<file path="src/rtl/display_scheduler_pkg.sv">
// Shared definitions for the display scheduler: FSM state encoding, defaults
// and the op-code labels that requesters put on the display.
package def;

  typedef enum logic [1:0] {
    IDLE   = 2'd0,
    SHOW   = 2'd1,
    SWITCH = 2'd2
  } sched_state_t;

  localparam int DISPLAY_DWELL_MS_DEFAULT = 1000;
  localparam int DISPLAY_NUM_SOURCES_MAX  = 4;

  localparam logic [7:0] LDI = 8'h01;
  localparam logic [7:0] ADD = 8'h02;

  function automatic logic [DISPLAY_NUM_SOURCES_MAX-1:0] page_onehot(input logic [1:0] p);
    page_onehot    = '0;
    page_onehot[p] = 1'b1;
  endfunction

endpackage

</file>
<file path="src/rtl/display_scheduler_rr_select.sv">
// Combinational round-robin picker: first requester after 'page' (wrapping),
// the current owner itself excluded; only_self flags the owner as sole requester.
module rr_select #(
  parameter int NUM_SOURCES = 4
) (
  input  logic [NUM_SOURCES-1:0] req,
  input  logic [1:0]             page,
  output logic [1:0]             next_page,
  output logic                   found,
  output logic                   only_self
);

  logic [1:0] w_idx;

  // Scan farthest-first so the nearest candidate after 'page' wins.
  always_comb begin
    next_page = page;
    found     = 1'b0;
    w_idx     = '0;
    for (int k = NUM_SOURCES - 1; k >= 1; k--) begin
      w_idx = 2'((int'(page) + k) % NUM_SOURCES);
      if (req[w_idx]) begin
        next_page = w_idx;
        found     = 1'b1;
      end
    end
    only_self = ~found & req[page];
  end

endmodule

</file>
<file path="src/rtl/display_scheduler.sv">
// Round-robin owner of the shared 7-segment display with fixed dwell time.
// Optional step push button advance when DISPLAY_SCHED_STEP_EN is defined.
module display_scheduler
  import def::*;
#(
  parameter int CLOCK_FREQ_HZ = 50_000_000,
  parameter int DWELL_MS      = DISPLAY_DWELL_MS_DEFAULT,
  parameter int NUM_SOURCES   = 4
) (
  input  logic                     clock,
  input  logic                     reset_s2_n,
  input  logic                     auto_en,
  input  logic                     step_n,
  input  logic [NUM_SOURCES-1:0]   req,
  input  logic [NUM_SOURCES*8-1:0] label,
  input  logic [NUM_SOURCES*8-1:0] value,
  output logic [NUM_SOURCES-1:0]   grant,
  output logic [1:0]               page,
  output logic                     enable,
  output logic [7:0]               op_code,
  output logic [7:0]               r16,
  output sched_state_t             state_dbg
);

  localparam int DWELL_CYCLES = CLOCK_FREQ_HZ / 1000 * DWELL_MS;
  localparam int CNT_W        = (DWELL_CYCLES > 1) ? $clog2(DWELL_CYCLES) : 1;

  sched_state_t r_state, w_state_nxt;
  logic [1:0]       r_page, w_page_nxt;
  logic [CNT_W-1:0] r_cnt, w_cnt_nxt;
  logic [7:0]       r_op, r_r16;

  logic       w_step_ev, w_expire, w_advance;
  logic [1:0] w_rr_page;
  logic       w_found, w_only_self;
  logic [7:0] w_lab, w_val;
  logic [DISPLAY_NUM_SOURCES_MAX-1:0] w_onehot;

`ifdef DISPLAY_SCHED_STEP_EN
  logic r_step_q;

  always_ff @(posedge clock or negedge reset_s2_n) begin
    if (!reset_s2_n) r_step_q <= 1'b1;
    else             r_step_q <= step_n;
  end

  assign w_step_ev = r_step_q & ~step_n;
`else
  logic w_unused_step;
  assign w_unused_step = step_n;
  assign w_step_ev     = 1'b0;
`endif

  rr_select #(.NUM_SOURCES(NUM_SOURCES)) u_rr (
    .req       (req),
    .page      (r_page),
    .next_page (w_rr_page),
    .found     (w_found),
    .only_self (w_only_self)
  );

  assign w_expire  = auto_en && (r_cnt == CNT_W'(DWELL_CYCLES - 1));
  // A coincident expiry, step and owner drop collapse into one advance.
  assign w_advance = w_expire | w_step_ev | ~req[r_page];

  always_comb begin
    w_state_nxt = r_state;
    w_page_nxt  = r_page;
    w_cnt_nxt   = r_cnt;
    unique case (r_state)
      IDLE: begin
        if (|req) begin
          w_state_nxt = SHOW;
          w_page_nxt  = w_found ? w_rr_page : r_page;
          w_cnt_nxt   = '0;
        end
      end
      SHOW: begin
        if (auto_en) w_cnt_nxt = r_cnt + 1'b1;
        if (w_advance) begin
          w_cnt_nxt = '0;
          if (w_found) begin
            w_state_nxt = SWITCH;
            w_page_nxt  = w_rr_page;
          end else if (!w_only_self) begin
            w_state_nxt = SWITCH;
          end
        end
      end
      SWITCH: begin
        w_cnt_nxt   = '0;
        w_state_nxt = (|req) ? SHOW : IDLE;
      end
      default: begin
        w_state_nxt = IDLE;
        w_cnt_nxt   = '0;
      end
    endcase
  end

  always_comb begin
    w_lab = '0;
    w_val = '0;
    for (int i = 0; i < NUM_SOURCES; i++) begin
      if (r_page == 2'(i)) begin
        w_lab = label[i*8 +: 8];
        w_val = value[i*8 +: 8];
      end
    end
  end

  always_ff @(posedge clock or negedge reset_s2_n) begin
    if (!reset_s2_n) begin
      r_state <= IDLE;
      r_page  <= 2'(NUM_SOURCES - 1);
      r_cnt   <= '0;
      r_op    <= '0;
      r_r16   <= '0;
    end else begin
      r_state <= w_state_nxt;
      r_page  <= w_page_nxt;
      r_cnt   <= w_cnt_nxt;
      r_op    <= (r_state == SHOW) ? w_lab : 8'h00;
      r_r16   <= (r_state == SHOW) ? w_val : 8'h00;
    end
  end

  assign w_onehot  = page_onehot(r_page);
  assign grant     = (r_state == SHOW) ? w_onehot[NUM_SOURCES-1:0] : '0;
  assign enable    = (r_state == SHOW);
  assign page      = r_page;
  assign op_code   = r_op;
  assign r16       = r_r16;
  assign state_dbg = r_state;

endmodule

</file>
<file path="config.mk">
export PLATFORM = sky130hd
export DESIGN_NAME = display_scheduler
export DESIGN_NICKNAME = d
export VERILOG_FILES = /design/src/rtl/display_scheduler_pkg.sv /design/src/rtl/display_scheduler_rr_select.sv /design/src/rtl/display_scheduler.sv
export SDC_FILE = /design/constraint.sdc
export NUM_CORES = 1
export LEC_CHECK = 0
export CAP_MARGIN = 30
export CORE_ASPECT_RATIO = 1.25
export CORE_MARGIN = 5
export CORE_UTILIZATION = 45
export DETAILED_ROUTE_END_ITERATION = 12
export GPL_TIMING_DRIVEN = 0
export PLACE_DENSITY_LB_ADDON = 0.3
export SYNTH_ARGS = -nofsm -noshare
export SYNTH_HDL_FRONTEND = slang
export SYNTH_SLANG_ARGS = --single-unit
</file>
<file path="constraint.sdc">
create_clock -name clock -period 3.4 [get_ports clock]
set_clock_uncertainty 0.1 [all_clocks]
set_input_delay 0.51 -clock clock [delete_from_list [all_inputs] [get_ports clock]]
set_output_delay 0.51 -clock clock [all_outputs]
set_load 0.01 [all_outputs]
</file>
**Yosys cells after proc, flatten, opt, wreduce, memory -nomap -nowiden**

Index checks and enable logic that the tools add are counted.

- Eq/ne operators: 10
- Bitwise logic cells: 4
- Multiplexer cells: 41
- $lt $le $gt $ge: 5
- Reductions and logical operators: 9
- Add/sub/neg operators: 4

Operator list:

| operator | count |
|---|---|
| two-way mux 8 bit | 10 |
| two-way mux 26 bit | 3 |
| case mux 26 bit (2 select lines) | 1 |
| adder 26 x 1 -> 26 bit, second input constant | 1 |
| == test 26 bit, second input constant | 1 |
| two-way mux 2 bit | 10 |
| less-than comparator 2 x 3 -> 1 bit, second input constant | 4 |
| two-way mux 1 bit | 9 |
| binary-select mux 1 bit (select 2 bit) | 4 |
| == test 2 bit, second input constant | 3 |
| inequality test 3 x 2 -> 1 bit, second input constant | 2 |
| case mux 2 bit (3 select lines) | 1 |
| AND reduction 3 bit | 2 |
| adder 2 bit, second input constant | 2 |
| == test 2 x 1 -> 1 bit, second input constant | 2 |
| logical NOT 2 bit | 2 |
| two-way mux 4 bit | 1 |
| case mux 2 bit (2 select lines) | 1 |
| OR reduction 4 bit | 1 |
| adder 2 x 1 -> 2 bit, second input constant | 1 |
| demux 1 bit (select 2 bit) | 1 |
| >= comparator 2 x 1 -> 1 bit, second input constant | 1 |
| logical AND 1 bit | 2 |
| inequality test 2 x 1 -> 1 bit, second input constant | 1 |
| other kinds (6) | 7 |

- Input bits: 72
- Logic and storage cells: 78
- Flip-flop bits (word level): 46
- Output and inout bits: 25

**Longest topological paths before layout**

- Word-level depth: 12
- Mapped depth: 10
- Depth with buffers taken out: 7

**By module**

Synthesis repeated with hierarchy kept, for this count alone.

- Cell total of the unflattened synthesis: 292
- Area, all modules: 2865.2 um2

Modules (own cells, without submodules):

| module | instances | area each (um2) | cells an instance |
|---|---|---|---|
| display_scheduler | 1 | 2670.1 | 265 |
| rr_select | 1 | 195.2 | 27 |

**Worst setup path before layout**

OpenSTA, ideal clock, no wires.

- Path type: flip-flop to flip-flop
- Start: reg r_page[0] (netlist: page[0])
- End: reg r_op[4] (netlist: op_code[4])
- Slack: 1.161 ns
- Data required time: 3.168 ns
- Arrival time: 2.007 ns
- Path buffers: 3
- Clock period less this slack: 2.239 ns
- Setup time: 0.132 ns
- Cell stages (with the launch flop): 11
- Cell sequence: dfstp_2 buf_2 inv_1 ha_1 nor2b_1 clkbuf_1 clkbuf_1 a221oi_1 nor3_1 a21oi_1 nor2_1

- Word-level cells in the longest chain between the ends: 6

RTL lines:

| element | line | text |
|---|---|---|
| start, declared | display_scheduler.sv:29 | `logic [1:0] r_page, w_page_nxt;` |
| start signal, assigned | display_scheduler.sv:115 | `r_page <= 2'(NUM_SOURCES - 1);` |
| start signal, assigned | display_scheduler.sv:121 | `r_page <= w_page_nxt;` |
| logical NOT 2 bit | display_scheduler.sv:105 | `if (r_page == 2'(i)) begin` |
| two-way mux 8 bit (3 in a row) | display_scheduler.sv:105 |  |
| two-way mux 8 bit * | display_scheduler.sv:105 |  |
| two-way mux 8 bit * | display_scheduler.sv:123 | `r_op <= (r_state == SHOW) ? w_lab : 8'h00;` |
| end signal, assigned | display_scheduler.sv:123 |  |
| end, declared | display_scheduler.sv:31 | `logic [7:0] r_op, r_r16;` |

Mark *: on every way between the ends. The rest lies on a longest branch, timed or not.
A chain may end at the register's enable or synchronous reset.

**Final worst setup path**

- Start: reg r_page[1] (netlist: page[1])
- End: out grant[3]

- Word-level cells in the longest chain between the ends: 5

RTL lines:

| element | line | text |
|---|---|---|
| less-than comparator 2 x 3 -> 1 bit (implied by the code) / >= comparator 2 x 1 -> 1 bit (equally long branches) | display_scheduler_pkg.sv:19 | `page_onehot[p] = 1'b1;` |
| logical AND 1 bit (implied by the code) | display_scheduler_pkg.sv:19 |  |
| two-way mux 1 bit (implied by the code) | display_scheduler_pkg.sv:19 |  |
| demux 1 bit (select 2 bit) * | display_scheduler_pkg.sv:19 |  |
| two-way mux 4 bit * | display_scheduler.sv:129 | `assign grant = (r_state == SHOW) ? w_onehot[NUM_SOURCES-1:0] : '0;` |
| end, declared | display_scheduler.sv:17 | `output logic [NUM_SOURCES-1:0] grant,` |

Marked as above.

==> results.json <==
{
  "status": "finished, final reports clean",
  "setup_viol": 0,
  "clk_pin_slew_ps": 100,
  "worstMarginPinSlew_ps": 741,
  "cp.arrival_ps": 2430,
  "power_density_nw_per_um2": 613,
  "die_y_um": 99.6,
  "tritoncts": "yes",
  "cts.sinks": 46,
  "rsz0062_at_grt": "false",
  "ys_seq_area_frac": 0.399,
  "syn_nets": 399,
  "muxShareOfSynthArea": 0.0450,
  "synth_simple_gate_area_frac": 0.268,
  "postSynth.asyncResetShare": 1.00,
  "period_needed_ps": 3040,
  "post-route-period-util": 0.893,
  "gp_congestion": 0.914,
  "reg2reg_depth": 10,
  "grt_max_degree": 25,
  "fp.dieW_um": 81.7,
  "fp.dieArea_um2": 8140,
  "clk_path_buf_depth": 2,
  "maxSlewHeadroom": 0.504,
  "synth-edff-count": 0,
  "initial_core_util": 0.466,
  "wl_um": 8180,
  "synth-seq-cells": 46,
  "seqCellArea_um2": 1150,
  "mostFrequentLayoutCells": "clkdlybuf4s50_1, dfrtp_1, nor2_1",
  "cp.required_ps": 2790,
  "via_per_inst": 5.77,
  "final_nets": 502,
  "io_pins": 97,
  "critPathKind": "reg2out",
  "htreeDepth": 2,
  "routedWlPerCell_um": 16.0,
  "grt_pass1_vias": 2973,
  "hold_buffers": 0,
  "fp.coreArea_um2": 6210,
  "drc": 0,
  "drt-initial-drc-count": 121,
  "ctsResizeCount": 0,
  "netlist_area_um2": 2890,
  "synthCells": 322,
  "n_fill_cell": 516,
  "synth-compound-area-share": 0.205,
  "startpoint_type": "flip-flop",
  "clock_latency_ps": 310,
  "hpwl_um": 6560,
  "ys.warnings.count": 0,
  "antenna_found_initial": 0,
  "grt_pass1_wl_um": 13400,
  "p_leak_nw": 1.66,
  "root_buffer": "clkbuf_8",
  "mostFrequentLayoutCell": "clkdlybuf4s50_1",
  "fmax_mhz": 329,
  "port-buffer-count": 95,
  "grt-ovfl-total": 0,
  "end_kind": "output pin",
  "slew_violations": 0,
  "cts_setup_buffers": 0,
  "drt_pass1_iterations": 6,
  "power_mw": 2.50,
  "cts_buffers": 5,
  "maxCapViolCount": 0,
  "vias": 2949,
  "layout-drive-gt1-share": 0.0728,
  "avgSynthCellArea_um2": 8.98,
  "finalHoldViolCount": 0,
  "synthAdderAreaFrac": 0.0216,
  "diodes": 0,
  "ant_nets": 0,
  "area_growth_pct": 40.7,
  "r2r_setup_slack_ps": 810,
  "cp_max_fo": 10,
  "synthXorXnorAreaFrac": 0.0182,
  "synth_top_family_by_area": "simple AND/OR/NAND/NOR gates",
  "hold_path.class": "in2async",
  "row_count": 32,
  "multi_input_area_um2": 1610,
  "tns_ps": 0,
  "synth_cell_types": 50,
  "irDropWorstVdd_uv": 517,
  "grt_usage": 0.207,
  "synthFlopType": "dfrtp_1"
}
-- state kept, by name, indices dropped and copies added, names as in the netlist --
name	cells
state_dbg	2
r16	8
page	2
op_code	8
r_cnt	26
-- worst max-delay path, cell delays in order, from the launching register on --
cell,delay [ps]
dfstp_2,660
ha_1,180
clkbuf_1,210
clkbuf_1,340
and2_1,180
clkdlybuf4s50_1,550
-- cell usage after synthesis (2+ instances only) --
library cell	count	area, um^2
nor2_1	35	131
a31oi_1	6	37.5
a41oi_1	2	17.5
mux4_2	3	67.6
dfstp_2	2	52.6
a21oi_1	30	150
clkbuf_1	15	56.3
o31ai_1	2	15.0
xor2_1	4	35.0
a22o_1	7	61.3
a211oi_1	4	30.0
nor3_1	21	105
a221oi_1	16	140
ha_1	5	62.6
nor2b_1	18	113
buf_2	5	25.0
dfrtp_1	44	1100
and4_1	4	35.0
nand3_1	15	75.1
and2_1	6	37.5
xnor2_1	2	17.5
nand2_1	12	45.0
and3_1	10	62.6
nor4_1	2	12.5
mux2i_1	4	40.0
inv_1	7	26.3
or4_1	2	15.0
mux2_2	2	22.5
a311oi_1	3	26.3
nand4_1	8	50.1
a21o_1	4	30.0
o21ai_0	4	20.0
-- metrics by stage --
step | worst slack (ps) | util | cells | cell area (um^2) | hold WS (ps)
3_5_place_dp | 539 | 0.640 | 503 | 3970 | 395
5_1_grt | 191 | 0.656 | 511 | 4070 | 120
3_3_place_gp | 506 | 0.636 | 502 | 3950 | 390
6_report | 364 | 0.656 | 511 | 4070 | 67.5
2_1_floorplan | 1160 | - | 322 | 2890 | 114
4_1_cts | 340 | 0.656 | 511 | 4070 | 87.8
-- where the power goes --
group / switching, mW / leakage [nW] / internal, mW
logic: 0.752 / 0.982 / 0.679
clock network: 0.210 / 0.0506 / 0.154
registers: 0.0616 / 0.622 / 0.640
total: 1.02 / 1.66 / 1.47
-- layer usage --
metal | global-route usage | routed length [um]
met4 | 0.0512 | 101
met1 | 0.228 | 2970
met3 | 0.0870 | 956
met5 | 0 | 0
met2 | 0.363 | 4160
-- logic make-up (layout without fill, tap and decap cells) --
| family | count (synthesis) | after routing |
|---|---|---|
| compound gates | 84 | 84 |
| xor+xnor | 6 | 6 |
| fa+ha+maj | 5 | 5 |
| buf+inv | 29 | 133 |
| flops | 46 | 46 |
| mux | 9 | 9 |
| simple gates | 143 | 143 |
-- cell type report --
| type | instances | share of cell area |
|---|---|---|
| multi-input combinational | 247 | 0.396 |
| sequential | 46 | 0.283 |
| timing repair buffer | 96 | 0.239 |
| tap | 85 | 0.0261 |
| buffer | 22 | 0.0246 |
| clock buffer | 5 | 0.0169 |
| clock inverter | 3 | 0.00707 |
| inverter | 7 | 0.00646 |
-- worst paths after layout --
check | end | startpoint
setup / recovery | grant[3] | page[1]
hold / removal | r_cnt[13] | reset_s2_n
setup reg to reg | r16[1] | page[1]
hold reg to reg | r_cnt[22] | r_cnt[22]
max in group asynchronous | r_cnt[1] | reset_s2_n
min in group clock | r_cnt[22] | r_cnt[22]
(Power assumes the default switching activity.)
